**src/rtl/core_pkg.sv**
```systemverilog
// Shared core definitions: fetch state encoding, datapath width and PC step.
package core_pkg;

  localparam int XLEN = 32;
  localparam logic [XLEN-1:0] PC_INCR = 32'd4;

  typedef enum logic [1:0] {
    IDLE,
    REQ,
    DONE,
    FAULT
  } fetch_state_e;

endpackage

```
**src/rtl/fetch_watchdog.sv**
```systemverilog
// Bus-wait watchdog for the fetch unit; only instantiated when FETCH_TIMEOUT_EN is defined.
module fetch_watchdog (
  input  logic clk,
  input  logic reset,
  input  logic start,
  input  logic active,
  output logic expired
);

  logic [7:0] count_q, count_d;

  always_comb begin
    count_d = count_q;
    if (start) begin
      count_d = '0;
    end else if (active && (count_q != 8'hFF)) begin
      count_d = count_q + 8'd1;
    end
  end

  always_ff @(posedge clk) begin
    if (reset) begin
      count_q <= '0;
    end else begin
      count_q <= count_d;
    end
  end

  // Fires on the wait cycle that brings the count to 255, so that cycle is the last one in REQ.
  assign expired = active && (count_q == 8'd254);

endmodule

```
**src/rtl/fetch_unit.sv**
```systemverilog
// Instruction fetch unit: one bus read per fetch stage, PC update at write-back.
// Optional bus-wait timeout is enabled by defining FETCH_TIMEOUT_EN.
module fetch_unit
  import core_pkg::*;
#(
  parameter logic [XLEN-1:0] RESET_PC = 32'h0000_0000
) (
  input  logic            clk,
  input  logic            reset,
  input  logic            stage_is_fetch,
  input  logic            stage_is_write_back,
  input  logic            pc_write_en,
  input  logic [XLEN-1:0] pc_write_value,
  output logic            ibus_req,
  output logic [XLEN-1:0] ibus_addr,
  input  logic            ibus_ack,
  input  logic [XLEN-1:0] ibus_rdata,
  input  logic            ibus_err,
  output logic            fetch_busy,
  output logic [XLEN-1:0] instr,
  output logic            instr_valid,
  output logic [XLEN-1:0] pc,
  output logic            fetch_fault
);

  fetch_state_e    state_q, state_d;
  logic [XLEN-1:0] pc_q, pc_d;
  logic [XLEN-1:0] instr_q, instr_d;
  logic            instr_valid_q, instr_valid_d;
  logic            timeout;

`ifdef FETCH_TIMEOUT_EN
  logic wdStart, wdActive;

  assign wdStart  = (state_q == IDLE) && stage_is_fetch && (pc_q[1:0] == 2'b00);
  assign wdActive = (state_q == REQ) && !ibus_ack && !ibus_err;

  fetch_watchdog u_watchdog (
    .clk     (clk),
    .reset   (reset),
    .start   (wdStart),
    .active  (wdActive),
    .expired (timeout)
  );
`else
  assign timeout = 1'b0;
`endif

  always_comb begin
    state_d       = state_q;
    instr_d       = instr_q;
    instr_valid_d = instr_valid_q;
    unique case (state_q)
      IDLE: begin
        if (stage_is_fetch) begin
          if (pc_q[1:0] == 2'b00) begin
            state_d       = REQ;
            instr_valid_d = 1'b0;
          end else begin
            state_d = FAULT;
          end
        end
      end
      REQ: begin
        // An error wins over a simultaneous ack so a bad word is never latched.
        if (ibus_err) begin
          state_d = FAULT;
        end else if (ibus_ack) begin
          state_d       = DONE;
          instr_d       = ibus_rdata;
          instr_valid_d = 1'b1;
        end else if (timeout) begin
          state_d = FAULT;
        end
      end
      DONE:    state_d = IDLE;
      FAULT:   state_d = FAULT;
      default: state_d = IDLE;
    endcase
  end

  always_comb begin
    pc_d = pc_q;
    if (stage_is_write_back) begin
      pc_d = pc_write_en ? pc_write_value : pc_q + PC_INCR;
    end
  end

  always_ff @(posedge clk) begin
    if (reset) begin
      state_q       <= IDLE;
      pc_q          <= RESET_PC;
      instr_q       <= '0;
      instr_valid_q <= 1'b0;
    end else begin
      state_q       <= state_d;
      pc_q          <= pc_d;
      instr_q       <= instr_d;
      instr_valid_q <= instr_valid_d;
    end
  end

  assign ibus_req    = (state_q == REQ);
  assign ibus_addr   = pc_q;
  assign fetch_busy  = stage_is_fetch && (state_q != DONE);
  assign instr       = instr_q;
  assign instr_valid = instr_valid_q;
  assign pc          = pc_q;
  assign fetch_fault = (state_q == FAULT);

endmodule

```
**config.mk**
```make
export PLATFORM = sky130hd
export DESIGN_NAME = fetch_unit
export DESIGN_NICKNAME = d
export VERILOG_FILES = /design/src/rtl/core_pkg.sv /design/src/rtl/fetch_watchdog.sv /design/src/rtl/fetch_unit.sv
export SDC_FILE = /design/constraint.sdc
export NUM_CORES = 1
export LEC_CHECK = 0
export BUFFER_PORTS_ARGS = -buffer_cell sky130_fd_sc_hd__buf_4
export CORE_MARGIN = 4
export CORE_UTILIZATION = 47
export CTS_CLUSTER_DIAMETER = 120
export DETAILED_ROUTE_END_ITERATION = 6
export HOLD_SLACK_MARGIN = 0.03
export PLACE_DENSITY = 0.81
export SLEW_MARGIN = 20
export SYNTH_ARGS = -nofsm -noshare
export SYNTH_HDL_FRONTEND = slang
export SYNTH_SLANG_ARGS = --single-unit
```
**constraint.sdc**
```tcl
create_clock -name clk -period 2.3 [get_ports clk]
set_input_delay 0.23 -clock clk [delete_from_list [all_inputs] [get_ports clk]]
set_output_delay 0.23 -clock clk [all_outputs]
set_load 0.03 [all_outputs]
```
==> metrics.txt, run 1 <==
outcome=complete, no violations; commonest cells after routing, fill and taps aside=180 x sky130_fd_sc_hd__buf_4, 96 x sky130_fd_sc_hd__nand2_1, 67 x sky130_fd_sc_hd__dfxtp_1; class of the most critical hold timing path=in -> reg; delay of the slowest cell on the worst path=0.53 ns; number of buffers added to fix hold violations after cts=0; synthesized netlist cell count=466; # resized after CTS=0; flip-flop and latch count after synthesis=67; Hold Path Stages=3; mapped cell area=0.00356 mm²; kind of critical path=reg -> reg; MaxCap Viol Count=0; proportion of synthesized chip area in sequential cells=37.6%; share of flip-flops with an asynchronous set or reset after synthesis=0%; total global-route track usage=23.4%; deepest clock path buffer count=2; Top FF cell, synth=sky130_fd_sc_hd__dfxtp_1; latest clock arrival within the worst-skew pair=0.34 ns; via total after detailed routing=3858; aggregate negative setup slack=0 ns; detail-routed via count per cell=5.54; clock tree from TritonCTS=yes; total setup buffers inserted after CTS=0; GR Overflow Total=0; multiplexer share of the synthesized area=2.60%; CP Launch Type=flop; Synth-to-Final Area Change=37.1%; post-route clock skew=0.0109 ns; max-slew headroom at the worst pin=64.4%; pin count of the biggest net entering global routing=48; required time at the worst-slack endpoint=2.51 ns; shortest clock period the worst path allows after layout=2.11 ns; Worst R2R End=ibus_addr[18]; slew at the pin with the worst max-slew slack=0.530 ns; share of layout cells above drive strength 1=34.8%; distinct cell type count after synthesis=53; initial antenna violation count=0; total placed instance area=0.00467 mm²; final-layout fill cell count=619; Num CTS Buffers=9; clk slew on worst S/H paths=0.08 ns; final cell count without fillers=696; core area=0.00729 mm²; Final Net Count=664; minimum setup slack among reg-to-reg paths=0.19 ns; Power per Cell Area=609 mW/mm²; xor and xnor fraction of the mapped netlist area=0%; dominant combinational cell family by area after synthesis=simple AND/OR/NAND/NOR gates; Simple-Gate Fraction of Synth Area=27.0%; DR DRC count=0; number of warnings printed during yosys synthesis=0; number of cells traversed by the worst register-to-register path=6; fraction of the cycle the final worst path needs=91.7%; Worst Hold End=instr[24]; Fmax achieved=474 MHz; sum of routed wire length over all layers=10.9 mm; most common library cell in the layout ignoring fill and taps=sky130_fd_sc_hd__buf_4; Top delay family on crit path=simple AND/OR/NAND/NOR gates; arrival time of the worst setup path=2.31 ns; diode count=0; Iter 0 DRT Violations=218; synthesized net count=538; number of endpoints failing setup at the final stage=0; total buffers and inverters traversed by the critical path=0; sequence of cells on the critical path=ha_1, nand4_4, nor4_1, a21oi_1, o21ai_0, a21oi_1; Non-Filler Cell Area, Final=0.00488 mm²; Buffers on Ports=170; leakage dissipation=0.00209 µW; Initial Util=48.9%; RSZ-0062 raised after global routing=false; highest net fanout along the worst path=8; clk sinks=67; floorplan die area=0.00904 mm²; number of enable-type register cells in the synthesized netlist=0; sort of element at the end of the critical path=flop; Core Rows=31; RePlAce Congestion=0.878; number of global-route vias before repair=3544; antenna-violating nets left=0; I/O pin count=171; maximum vdd drop=0.354 mV; detailed-routing iteration count for the pre-antenna-repair pass=5; HPWL reported at the end of detailed placement=7.77 mm; Syn Area/Cell=7.65 µm²; routed wire length per instance=15.7 µm; launching point of the worst reg2reg path=ibus_addr[2]; H-tree Lvls=3; cell at the root of the clock tree=sky130_fd_sc_hd__clkbuf_8; startpoint of the tightest hold check path=ibus_rdata[24]; Die X-Extent=95.1 µm; compound-gate portion of the synthesized area=20.8%; Hold Fails Final Rpt=0; count of final max-slew check failures=0; library cell contributing the largest single delay on the critical path=sky130_fd_sc_hd__nor4_1; most frequent cell on the critical path=sky130_fd_sc_hd__a21oi_1; DP Cell Count=680; height of the die=95.1 µm; first-pass GRT wire length=17.0 mm; adder and majority cell fraction of the synthesized area=0.351%
==> how the worst max path moves through the flow <==
| stage | start | end | cells past startpoint | slack [ns] |
|---|---|---|---|---|
| final | ibus_addr[2] | ibus_addr[18] | 6 | 0.19 |
| after global routing | ibus_addr[2] | ibus_addr[18] | 6 | 0.02 |
| after CTS | ibus_addr[5] | ibus_addr[25] | 5 | 0.25 |
| after detailed placement | ibus_addr[2] | ibus_addr[18] | 6 | 0.29 |
| after global placement | ibus_addr[2] | ibus_addr[26] | 6 | 0.39 |
| after floorplan | ibus_addr[2] | ibus_addr[26] | 6 | 0.17 |
==> worst min-delay path, delay by kind of cell <==
family                 cells  cell delay [ns]
AO/OA/AOI/OAI              1             0.05
buffers and inverters      1             0.11
AND/OR/NAND/NOR            1             0.04
==> layer usage <==
metal  GRT usage (%)  up-vias  part of all wire, %
met5               0        -                    0
met4            9.86        0                  1.9
met3            4.18       19                  8.0
met2            37.9      186                   49
met1            30.7     1787                   41
li1                -     1866                    -
==> area by class of cell <==
type	instances	area [µm²]	share of cell area [%]
timing repair buffer	180	1350	27.7
tap	99	124	2.54
sequential	67	1340	27.5
multi-input combinational	325	1820	37.2
clock buffer	10	128	2.61
inverter	9	33.8	0.692
clock inverter	6	90.1	1.84
==> through the flow <==
stage / power, µW / setup WS, ns / hold WS [ns] / util [%]
5_1_grt: 3100 / 0.0152 / 0.115 / 67.0
3_3_place_gp: 1900 / 0.392 / 0.443 / 64.0
3_5_place_dp: 1910 / 0.286 / 0.450 / 64.0
6_report: 2980 / 0.192 / 0.125 / 67.0
4_1_cts: 2990 / 0.250 / 0.116 / 67.0
2_1_floorplan: 1670 / 0.167 / 0.366 / -
==> Yosys cell counts (all sizes together) (2+ instances only) <==
cell type / number / area share [%]
nand2: 96 / 10
dfxtp: 67 / 38
a21oi: 54 / 7.6
buf: 38 / 7.8
nor2: 31 / 3.3
clkbuf: 27 / 2.9
a22oi: 14 / 2.9
o21ai: 12 / 1.7
nand3: 11 / 1.7
nand4: 11 / 3.2
nor3: 11 / 1.9
a31oi: 10 / 1.8
inv: 8 / 0.84
a211oi: 7 / 1.5
mux2i: 7 / 2.0
and3: 6 / 1.1
nor4: 6 / 1.4
nor2b: 5 / 0.88
o31ai: 5 / 1.1
and2: 4 / 0.70
nand2b: 4 / 0.70
or4: 4 / 0.84
o22ai: 3 / 0.53
a311oi: 2 / 0.49
and4: 2 / 0.49
mux2: 2 / 0.63
==> flip-flops by register name, summed over array words and instances, names as in the netlist <==
signal	flops
ibus_addr	32
instr	32
instr_valid	1
state_q	2
==> cell families (layout without fill, tap and decap cells) <==
group                    count (synthesis)  in the layout
buffers and inverters                   74            205
multiplexers                             9              9
adder cells (fa/ha/maj)                  1              1
flip-flops                              67             67
AND/OR/NAND/NOR                        195            195
AO/OA/AOI/OAI                          120            120
==> where the power goes <==
group          switching [µW]  internal (µW)
registers                75.2           1210
logic                     351            252
clock network             476            613
total                     902           2070
(Power assumes the default switching activity.)
==> inputs of run 2 (changes only) <==
--- a/config.mk
+++ b/config.mk
@@ -7,11 +7,10 @@
 export LEC_CHECK = 0
 export BUFFER_PORTS_ARGS = -buffer_cell sky130_fd_sc_hd__buf_4
 export CORE_MARGIN = 4
-export CORE_UTILIZATION = 47
-export CTS_CLUSTER_DIAMETER = 120
+export CORE_UTILIZATION = 42
 export DETAILED_ROUTE_END_ITERATION = 6
 export HOLD_SLACK_MARGIN = 0.03
-export PLACE_DENSITY = 0.81
+export PLACE_DENSITY = 0.77
 export SLEW_MARGIN = 20
 export SYNTH_ARGS = -nofsm -noshare
 export SYNTH_HDL_FRONTEND = slang
==> constraint.sdc (replaced) <==
create_clock -name clk -period 1.85 [get_ports clk]
set_input_delay 0.185 -clock clk [delete_from_list [all_inputs] [get_ports clk]]
set_output_delay 0.185 -clock clk [all_outputs]
set_load 0.03 [all_outputs]
==> metrics.txt, run 2 (same netlist as run 1, synthesis figures left out) <==
outcome=complete, but fails checks (was complete, no violations); violations in the final reports=negative setup slack; number of buffers added to fix hold violations after cts=0 (unchanged); class of the most critical hold timing path=in -> reg (unchanged); final worst setup slack=-0.00495 ns (was 0.192 ns); number of cells traversed by the worst register-to-register path=6 (unchanged); first-pass GRT wire length=17.9 mm (was 17.0 mm); Buffers on Ports=170 (unchanged); number of global-route vias before repair=3654 (was 3544); slew at the pin with the worst max-slew slack=0.435 ns (was 0.530 ns); DR DRC count=0 (unchanged); count of final max-slew check failures=0 (unchanged); clk slew on worst S/H paths=0.08 ns (about the same); RePlAce Congestion=0.930 (was 0.878); CP Launch Type=flop (unchanged); minimum setup slack among reg-to-reg paths=-0.005 ns (was 0.19 ns); total global-route track usage=21.9% (was 23.4%); required time at the worst-slack endpoint=2.07 ns (was 2.51 ns); commonest cells after routing, fill and taps aside=202 x sky130_fd_sc_hd__buf_4, 96 x sky130_fd_sc_hd__nand2_1, 54 x sky130_fd_sc_hd__a21oi_1, 54 x sky130_fd_sc_hd__dfxtp_1, 31 x sky130_fd_sc_hd__nor2_1 (was 180 x sky130_fd_sc_hd__buf_4, 96 x sky130_fd_sc_hd__nand2_1, 67 x sky130_fd_sc_hd__dfxtp_1); maximum vdd drop=0.398 mV (was 0.354 mV); Power per Cell Area=740 mW/mm² (was 609 mW/mm²); startpoint of the tightest hold check path=ibus_rdata[4] (was ibus_rdata[24]); detail-routed via count per cell=5.44 (was 5.54); routed wire length per instance=15.9 µm (was 15.7 µm); sort of element at the end of the critical path=flop (unchanged); MaxCap Viol Count=0 (unchanged); Setup WS pre-CTS=0.0741 ns (was 0.286 ns); clock tree from TritonCTS=yes (unchanged); Iter 0 DRT Violations=249 (was 218); antenna-violating nets left=0 (unchanged); I/O pin count=171 (unchanged); post-route clock skew=0.0103 ns (was 0.0109 ns); H-tree Lvls=3 (unchanged); core area=0.00822 mm² (was 0.00729 mm²); cell at the root of the clock tree=sky130_fd_sc_hd__clkbuf_8 (unchanged); Initial Util=43.4% (was 48.9%); Die X-Extent=100 µm (was 95.1 µm); leakage dissipation=0.00223 µW (was 0.00209 µW); RSZ-0062 raised after global routing=true (was false); highest net fanout along the worst path=6 (was 8); pin count of the biggest net entering global routing=38 (was 48); fraction of the cycle the final worst path needs=100% (was 91.7%); core utilization of the finished layout=62.9% (was 67.0%); Synth-to-Final Area Change=45.1% (was 37.1%); launching point of the worst reg2reg path=ibus_addr[13] (was ibus_addr[2]); post-layout power=3830 µW (was 2980 µW); GR Overflow Total=0 (unchanged); Num CTS Buffers=9 (unchanged); final-layout fill cell count=739 (was 619); max-slew headroom at the worst pin=71.0% (was 64.4%); Core Rows=33 (was 31); shortest clock period the worst path allows after layout=1.85 ns (was 2.11 ns); latest clock arrival within the worst-skew pair=0.34 ns (about the same); Worst R2R End=ibus_addr[21] (was ibus_addr[18]); arrival time of the worst setup path=2.07 ns (was 2.31 ns); Worst Hold End=instr[4] (was instr[24]); initial antenna violation count=0 (unchanged); clk sinks=67 (unchanged); floorplan die area=0.0100 mm² (was 0.00904 mm²); diode count=0 (unchanged); HPWL reported at the end of detailed placement=8.19 mm (was 7.77 mm); Fmax achieved=539 MHz (was 474 MHz); height of the die=100 µm (was 95.1 µm); number of endpoints failing setup at the final stage=1 (was 0); detailed-routing iteration count for the pre-antenna-repair pass=5 (unchanged); Hold Path Stages=3 (unchanged); most common library cell in the layout ignoring fill and taps=sky130_fd_sc_hd__buf_4 (unchanged); kind of critical path=reg -> reg (unchanged); deepest clock path buffer count=2 (unchanged); Final Net Count=688 (was 664); sum of routed wire length over all layers=11.5 mm (was 10.9 mm); Hold Fails Final Rpt=0 (unchanged); via total after detailed routing=3943 (was 3858); share of layout cells above drive strength 1=40.3% (was 34.8%)
[run 2: final cells by class]
type	instances	area [µm²]	share of cell area, %
clock buffer	10	149	2.88
sequential	67	1370	26.4
timing repair buffer	204	1560	30.1
clock inverter	5	83.8	1.62
inverter	9	33.8	0.653
multi-input combinational	325	1850	35.8
tap	105	131	2.54
[run 2: worst max-delay path, cell delays in order (launching register included)]
cell and delay, ns:
sky130_fd_sc_hd__dfxtp_4 0.38, sky130_fd_sc_hd__and3_4 0.19, sky130_fd_sc_hd__nand4_1 0.24, sky130_fd_sc_hd__buf_4 0.23
sky130_fd_sc_hd__or4_1 0.46, sky130_fd_sc_hd__a22oi_1 0.17, sky130_fd_sc_hd__nor3_1 0.06
[run 2: what timing repair did]
item / 4_1_cts / 5_1_grt
buffers inserted: 0 / 7
resized for setup: 0 / 6
endpoints found under the setup margin: 0 / 5
[run 2: through the flow]
step | TNS [ns] | cell area, µm² | hold WS, ns | std cells
finish | -0.00495 | 5170 | 0.0786 | 725
global route | -0.122 | 5170 | 0.0807 | 725
CTS | 0 | 5100 | 0.0662 | 718
detailed placement | 0 | 4860 | 0.441 | 703
global placement | 0 | 4860 | 0.433 | 703
floorplan | -0.00778 | 3600 | 0.321 | 466
[run 2: layer usage]
metal	track usage, %	wire, µm	part of all wire [%]	vias to the layer above
li1	-	-	-	1910
met1	28.4	4740	41	1843
met2	36.4	5770	50	172
met3	3.75	826	7.2	18
met4	8.29	204	1.8	0
met5	0	0	0	-
[run 2: power by group]
part | internal (µW) | total (µW) | switching, µW
Combinational | 345 | 809 | 464
Sequential | 1500 | 1580 | 77.2
Clock | 838 | 1440 | 598
[run 2: how the worst max path moves through the flow]
stage	start	end	slack, ns	depth (start not counted)
after global placement	ibus_addr[2]	ibus_addr[27]	0.11	6
final	ibus_addr[13]	ibus_addr[21]	-0.005	6
after global routing	ibus_addr[13]	ibus_addr[21]	-0.08	6
after detailed placement	ibus_addr[2]	ibus_addr[26]	0.07	6
after CTS	ibus_addr[2]	ibus_addr[26]	0.02	6
after floorplan	ibus_addr[14]	ibus_addr[26]	-0.008	5
